--- src/rtl/bcd_to_b16.sv ---
// bcd_to_b16: sequential converter from five BCD digits to a 16-bit unsigned binary value
//
// Ports:
//   clk      in   system clock, rising edge
//   rst      in   synchronous active-high reset
//   start    in   request conversion, sampled only while idle
//   D5..D1   in   BCD digits, D5 = ten-thousands ... D1 = units
//   busy     out  high while digits are being accumulated
//   done     out  one-cycle pulse, result and flags valid from this cycle
//   result   out  converted value, saturates to 16'hFFFF on overflow
//   overflow out  value exceeded 65535
//   invalid  out  illegal digit seen (10..14, or blank after a real digit)
module bcd_to_b16 #(
   parameter logic [3:0] BLANK_CODE = 4'hF
) (
   input  logic        clk,
   input  logic        rst,
   input  logic        start,
   input  logic [3:0]  D5,
   input  logic [3:0]  D4,
   input  logic [3:0]  D3,
   input  logic [3:0]  D2,
   input  logic [3:0]  D1,
   output logic        busy,
   output logic        done,
   output logic [15:0] result,
   output logic        overflow,
   output logic        invalid
);
   typedef enum logic [1:0] {IDLE, CONVERT, DONE} state_t;
   state_t      state_q, state_d;
   logic [19:0] dig_q, dig_d;
   logic [16:0] acc_q, acc_d;
   logic [2:0]  step_q, step_d;
   logic        lead_q, lead_d;
   logic        err_q, err_d;
   logic [15:0] res_q, res_d;
   logic        ovf_q, ovf_d;
   logic        inv_q, inv_d;
   logic [3:0]  cur;
   logic        skip;
   logic        legal;
   logic [16:0] mac;
   // digits are consumed from the top nibble; the register shifts left each step
   assign cur   = dig_q[19:16];
   assign skip  = lead_q && (cur == BLANK_CODE);
   assign legal = cur <= 4'd9;
   // acc*10 + digit as acc*8 + acc*2 + digit; 99999 fits in 17 bits so no wrap for legal input
   assign mac   = {acc_q[13:0], 3'b000} + {acc_q[15:0], 1'b0} + {13'd0, cur};
   always_comb begin
      state_d = state_q;
      dig_d   = dig_q;
      acc_d   = acc_q;
      step_d  = step_q;
      lead_d  = lead_q;
      err_d   = err_q;
      res_d   = res_q;
      ovf_d   = ovf_q;
      inv_d   = inv_q;
      case (state_q)
         IDLE: if (start) begin
            dig_d   = {D5, D4, D3, D2, D1};
            acc_d   = '0;
            step_d  = '0;
            lead_d  = 1'b1;
            err_d   = 1'b0;
            state_d = CONVERT;
         end
         CONVERT: begin
            acc_d  = skip ? acc_q : mac;
            lead_d = lead_q & ~legal;
            err_d  = err_q | ~(skip | legal);
            dig_d  = {dig_q[15:0], 4'h0};
            step_d = step_q + 3'd1;
            if (step_q == 3'd4) begin
               state_d = DONE;
               inv_d   = err_d;
               ovf_d   = ~err_d & acc_d[16];
               res_d   = err_d ? 16'h0000 : (acc_d[16] ? 16'hFFFF : acc_d[15:0]);
            end
         end
         DONE: state_d = IDLE;
         default: state_d = IDLE;
      endcase
   end
   always_ff @(posedge clk) begin
      if (rst) begin
         state_q <= IDLE;
         dig_q   <= '0;
         acc_q   <= '0;
         step_q  <= '0;
         lead_q  <= 1'b0;
         err_q   <= 1'b0;
         res_q   <= '0;
         ovf_q   <= 1'b0;
         inv_q   <= 1'b0;
      end else begin
         state_q <= state_d;
         dig_q   <= dig_d;
         acc_q   <= acc_d;
         step_q  <= step_d;
         lead_q  <= lead_d;
         err_q   <= err_d;
         res_q   <= res_d;
         ovf_q   <= ovf_d;
         inv_q   <= inv_d;
      end
   end
   assign busy     = state_q == CONVERT;
   assign done     = state_q == DONE;
   assign result   = res_q;
   assign overflow = ovf_q;
   assign invalid  = inv_q;
endmodule

--- config.mk ---
export PLATFORM = sky130hd
export DESIGN_NAME = bcd_to_b16
export DESIGN_NICKNAME = d
export VERILOG_FILES = /design/src/rtl/bcd_to_b16.sv
export SDC_FILE = /design/constraint.sdc
export NUM_CORES = 1
export LEC_CHECK = 0
export CORE_MARGIN = 5
export CORE_UTILIZATION = 50
export DETAILED_ROUTE_END_ITERATION = 16
export PLACE_DENSITY = 0.72
export SLEW_MARGIN = 20
export SYNTH_ARGS = -nofsm -noshare
export SYNTH_HDL_FRONTEND = slang
export SYNTH_SLANG_ARGS = --single-unit
--- constraint.sdc ---
create_clock -name clk -period 3.05 [get_ports clk]
set_input_delay 0.915 -clock clk [delete_from_list [all_inputs] [get_ports clk]]
set_output_delay 0.915 -clock clk [all_outputs]
set_load 0.02 [all_outputs]
== Word-level counts from Yosys, hierarchy flattened ==
Index checks and enable logic that the tools add are counted.
Word-level totals
  bits in latches: 0
  output and inout port bits: 20
  register bits after elaboration: 62
  word-level logic and storage cells: 48
  bits in writable memories: 0
  memories kept: 0
  input port bits: 23
  ROM bits: 0
Cells by class
  shifts and indexed selects: 0
  multipliers: 0
  bitwise logic cells: 7
  equality and inequality tests: 6
  reduce and logical (&&, ||, !) cells: 6
  $add $sub $neg: 3
  div/mod/pow operators: 0
  magnitude comparators: 1
  multiplexer cells: 16
Operators with widths (number)
  $pmux 20 s2: 1
  $mux 17: 2
  $pmux 17 s2: 1
  $mux 16: 2
  $mux 20: 1
  $add 17x17->17: 1
  $add 17x4->17: 1
  $pmux 3 s2: 1
  $reduce_and 2->1: 3
  $eq 4x4->1 const B: 1
  $le 4x4->1 const B: 1
  $mux 2: 2
  $pmux 1 s2: 2
  $pmux 2 s2: 1
  $add 3x1->3 const B: 1
  $eq 3x3->1 const B: 1
  $mux 3: 1
  $not 1->1: 3
  $and 1x1->1: 2
  $eq 2x1->1 const B: 1
  $eq 2x2->1 const B: 1
  $logic_not 2->1: 1
  $mux 1: 2
  $ne 2x1->1 const B: 1
  other kinds (4): 5

== Depth between registers and ports, before layout ==
  depth after elaboration: 7
  gate-level depth with buffers: 11
  mapped depth without buffers: 10

== Worst setup path after synthesis ==
OpenSTA, ideal clock, no wires.
  kind: register -> register
  start point: register dig_q[19]
  end point: register res_q[0] (netlist: result[0])
  data required time: 2910 ps
  path buffers: 1
  arrival: 2688 ps
  setup slack: 222 ps
  period minus slack after synthesis: 2828 ps
  setup time: 140 ps
  stages on the path, launching flop included: 12
  cell sequence: dfxtp_1 inv_1 fa_1 inv_1 fa_1 a211oi_2 o21ai_2 a21boi_1 mux2i_1 o211ai_1 buf_4 a311oi_2
On the way
  word-level cells in the longest chain between the ends: 6
  elaborated cells between the ends (all ways): 10
  classes of those cells: add/sub: 1; order compare: 1; eq/ne: 1; mux: 3; bitwise: 3; reduce/logical: 1
Ends and longest elaborated chain
  start: declaration: RTL line 32  | logic [19:0] dig_q, dig_d;
  start signal: assignment: RTL line 99  | dig_q <= dig_d;
  parallel branches: the longest is 5 deep, another holds $add 17x4->17
  $mux 16 *: RTL line 79  | res_d = err_d ? 16'h0000 : (acc_d[16] ? 16'hFFFF : acc_d[15:0]);
  end signal: assignment: RTL line 104  | res_q <= res_d;
  end: declaration: RTL line 37  | logic [15:0] res_q, res_d;
Every way passes the cells marked *.
A chain may end at the register's enable or synchronous reset.

== Worst setup path in the final report ==
  start point: register dig_q[19]
  end point: register res_q[13] (netlist: result[13])
The elaborated chain is that of the path after synthesis.

==> results.yml <==
sta:
  worst_slew_pin_slew_ps: 970
  relSlewSlack_pct: 34.8
  fmax_ghz: 0.349
  min_period_ps: 2860
  period_share_pct: 93.9
  fin_ws_ps: 187
  finalSetupTns_ps: 0
  worst_clock_skew_ps: 11.8
  hold_viol_final: 0
  rsz0062_at_grt: "no"
  hold_slack_ps: 463
  report.final.slew_viol_count: 0
  setup_viol: 0
route:
  routed_wl_mm: 9.61
  wire_per_inst_microns: 16.2
  drtAntennaViolNets: 0
  firstDrtPassIters: 4
  vias_per_cell: 5.82
  drtIter0Drc: 242
  vias: 3451
  route.detailed.drc: 0
power:
  p_switching_mw: 0.494
  power_leakage_nw: 1.95
  combPwrFrac_pct: 13.4
  seqPwrFrac_pct: 45.1
  internal_power_mw: 1.44
  clock_power_share_pct: 41.5
  switching_share_pct: 25.6
  power_mw: 1.93
  peakVddDrop_uv: 287
  p_per_area_mw_per_mm2: 424
die:
  dieHeight_microns: 96.8
  rows: 31
  core-area_sq_mm: 0.00729
  io_pins: 43
  start_util_pct: 51.7
  die_area_sq_mm: 0.00937
  die_x_microns: 96.8
yosys:
  synth_top_family_by_area: "compound AO/OA/AOI/OAI gates"
  syn_area_sq_mm: 0.00377
  synth_warnings: 0
  synth_top_area_share_pct: 32.9
  synth_cells: 447
  syn-num-nets: 502
  ys_top_cells_by_count: "62 x dfxtp_1, 55 x nor2_1, 44 x a21oi_1"
  synthTopCellsByArea: "dfxtp_1 33%, ha_1 10%, a21oi_1 5.8%"
  ys_ff_latch: 62
  synth_seq_area_share_pct: 32.9
  synth_xor_area_share_pct: 2.03
  synth_fa_ha_area_share_pct: 11.0
  synthSimpleGateAreaFrac_pct: 19.6
  avgSynthCellArea_sq_um: 8.43
  synth_mux_area_share_pct: 1.99
  synth-edff-count: 0
  synth_flop_cell: "dfxtp_1"
  synth_cell_types: 64
  ys_async_sr_fraction_pct: 0
  synth_compound_area_share_pct: 27.8
  synth_top_cell_by_area: "dfxtp_1"
  synth_most_common_cell: "dfxtp_1"
worst_setup_path:
  crit_path_end_kind: "flip-flop"
  crit_fanout: 4
  slowest_stage: "fa_1"
  critPathKind: "reg -> reg"
  worstPathCellList: "inv_1, fa_1, inv_1, ha_1, a211oi_2, or2_4, a21o_1, mux2_4, o41a_1, o21ai_2"
  cp_data_required_time_ps: 3330
  crit_path_start_kind: "flip-flop"
  max_stage_delay_ps: 550
  cp_common_cell: "inv_1"
  critPathArrivalTime_ps: 3150
finish:
  nNetsFinal: 545
  area_growth_syn_to_layout_pct: 21.0
  drive_gt1_share_pct: 10.5
  diodes: 0
clock_tree:
  cts.clk_slew.worst_paths_ps: 70
  cts_tree: "done"
  cts_hold_buf: 0
  ctsRootBufferMaster: "clkbuf_8"
  cts_buffers: 9
  insertion_delay_ps: 350
  clk_path_buf_depth: 2
  cts_sinks: 62
  htreeDepth: 3
run:
  drv_cap: 0
grt:
  grt_pass1_wl_mm: 16.1
  grt_pass1_vias: 3344
  grt_use_total_pct: 20.7
  antenna_found_initial: 0
  grt_overflow_total: 0
  grt_max_degree: 29
placed_design:
  post-place-ws_ps: 53.7
  gp_congestion: 0.916
  io_buffer_count: 42
  hpwl_mm: 7.19
hold_path:
  hp-class: "reg -> reg"
status:
  status: "completed"
-- worst max-delay path: cells and delay by family (launching register included) --
kind	cells	cell delay, ps
compound gates	4	930
fa+ha+maj	2	870
mux	1	340
flops	1	330
simple gates	1	180
buf+inv	2	160
-- timing repair --
| action | in CTS | in global routing |
|---|---|---|
| cloned | 0 | 0 |
| gates resized for setup | 1 | 4 |
| hold endpoints to repair | 0 | 0 |
| pin swaps | 0 | 1 |
| buffers inserted | 0 | 1 |
| endpoints found under the setup margin | 3 | 16 |
-- power groups by stage --
stage          clock (mW)  combinational [mW]  sequential, mW
2_1_floorplan           0               0.169           0.883
3_3_place_gp            0               0.252           0.889
3_5_place_dp            0               0.256           0.890
4_1_cts             0.816               0.261           0.872
5_1_grt             0.845               0.295           0.877
6_report            0.802               0.260           0.872
-- per-layer routing --
layer  wire, microns  vias to the layer above  global-route usage [%]
met5               0                        -                       0
met4             426                        0                    10.7
li1                -                     1723                       -
met2            4790                       91                    36.1
met1            4050                     1609                    24.0
met3             342                       28                    3.88
-- area by class of cell --
type / instances / area [sq um]
Clock buffer: 12 / 145
Clock inverter: 3 / 68.8
Fill cell: 658 / 2740
Inverter: 14 / 52.6
Multi-Input combinational cell: 344 / 2370
Sequential cell: 62 / 1240
Tap cell: 99 / 124
Timing Repair Buffer: 59 / 552
-- flip-flops by register name (all words and copies together) (netlist names) --
signal / cells
dig_q: 20
acc_q: 17
result: 16
step_q: 3
state_q: 2
err_q: 1
invalid: 1
lead_q: 1
overflow: 1
-- placed cells by master (no fill, tap or decap), drive strengths merged, types with 8 or more instances in the layout --
cell type,instances
o21ai,29
a22o,12
clkbuf,12
nand2,32
nor2,55
a311oi,8
a21oi,45
nor3,21
nor2b,15
ha,30
dfxtp,62
inv,14
a21o,8
a211oi,12
buf,17
clkdlybuf4s50,42
-- through the flow --
stage / utilization [%] / cell area, sq um / instances
2_1_floorplan: - / 3770 / 447
3_3_place_gp: 59.1 / 4310 / 577
3_5_place_dp: 59.1 / 4310 / 577
4_1_cts: 62.2 / 4530 / 592
5_1_grt: 62.5 / 4560 / 593
6_report: 62.5 / 4560 / 593
-- final timing paths --
check / from / end / slack [ps] / cells after the start
worst max-delay path: dig_q[19]$_SDFFE_PP0P_ / result[13]$_SDFFE_PP0P_ / 190 / 10
worst min-delay path: overflow$_SDFFE_PP0P_ / overflow$_SDFFE_PP0P_ / 460 / 2
worst max register to register: dig_q[19]$_SDFFE_PP0P_ / result[13]$_SDFFE_PP0P_ / 190 / 10
worst min register to register: overflow$_SDFFE_PP0P_ / overflow$_SDFFE_PP0P_ / 460 / 2
-- kinds of logic after synthesis --
group	count (synthesis)
flip-flops	62
buffers and inverters	41
XOR/XNOR	7
AO/OA/AOI/OAI	145
AND/OR/NAND/NOR	153
adder cells (fa/ha/maj)	32
multiplexers	7
Power figures use the tool's default switching activity.
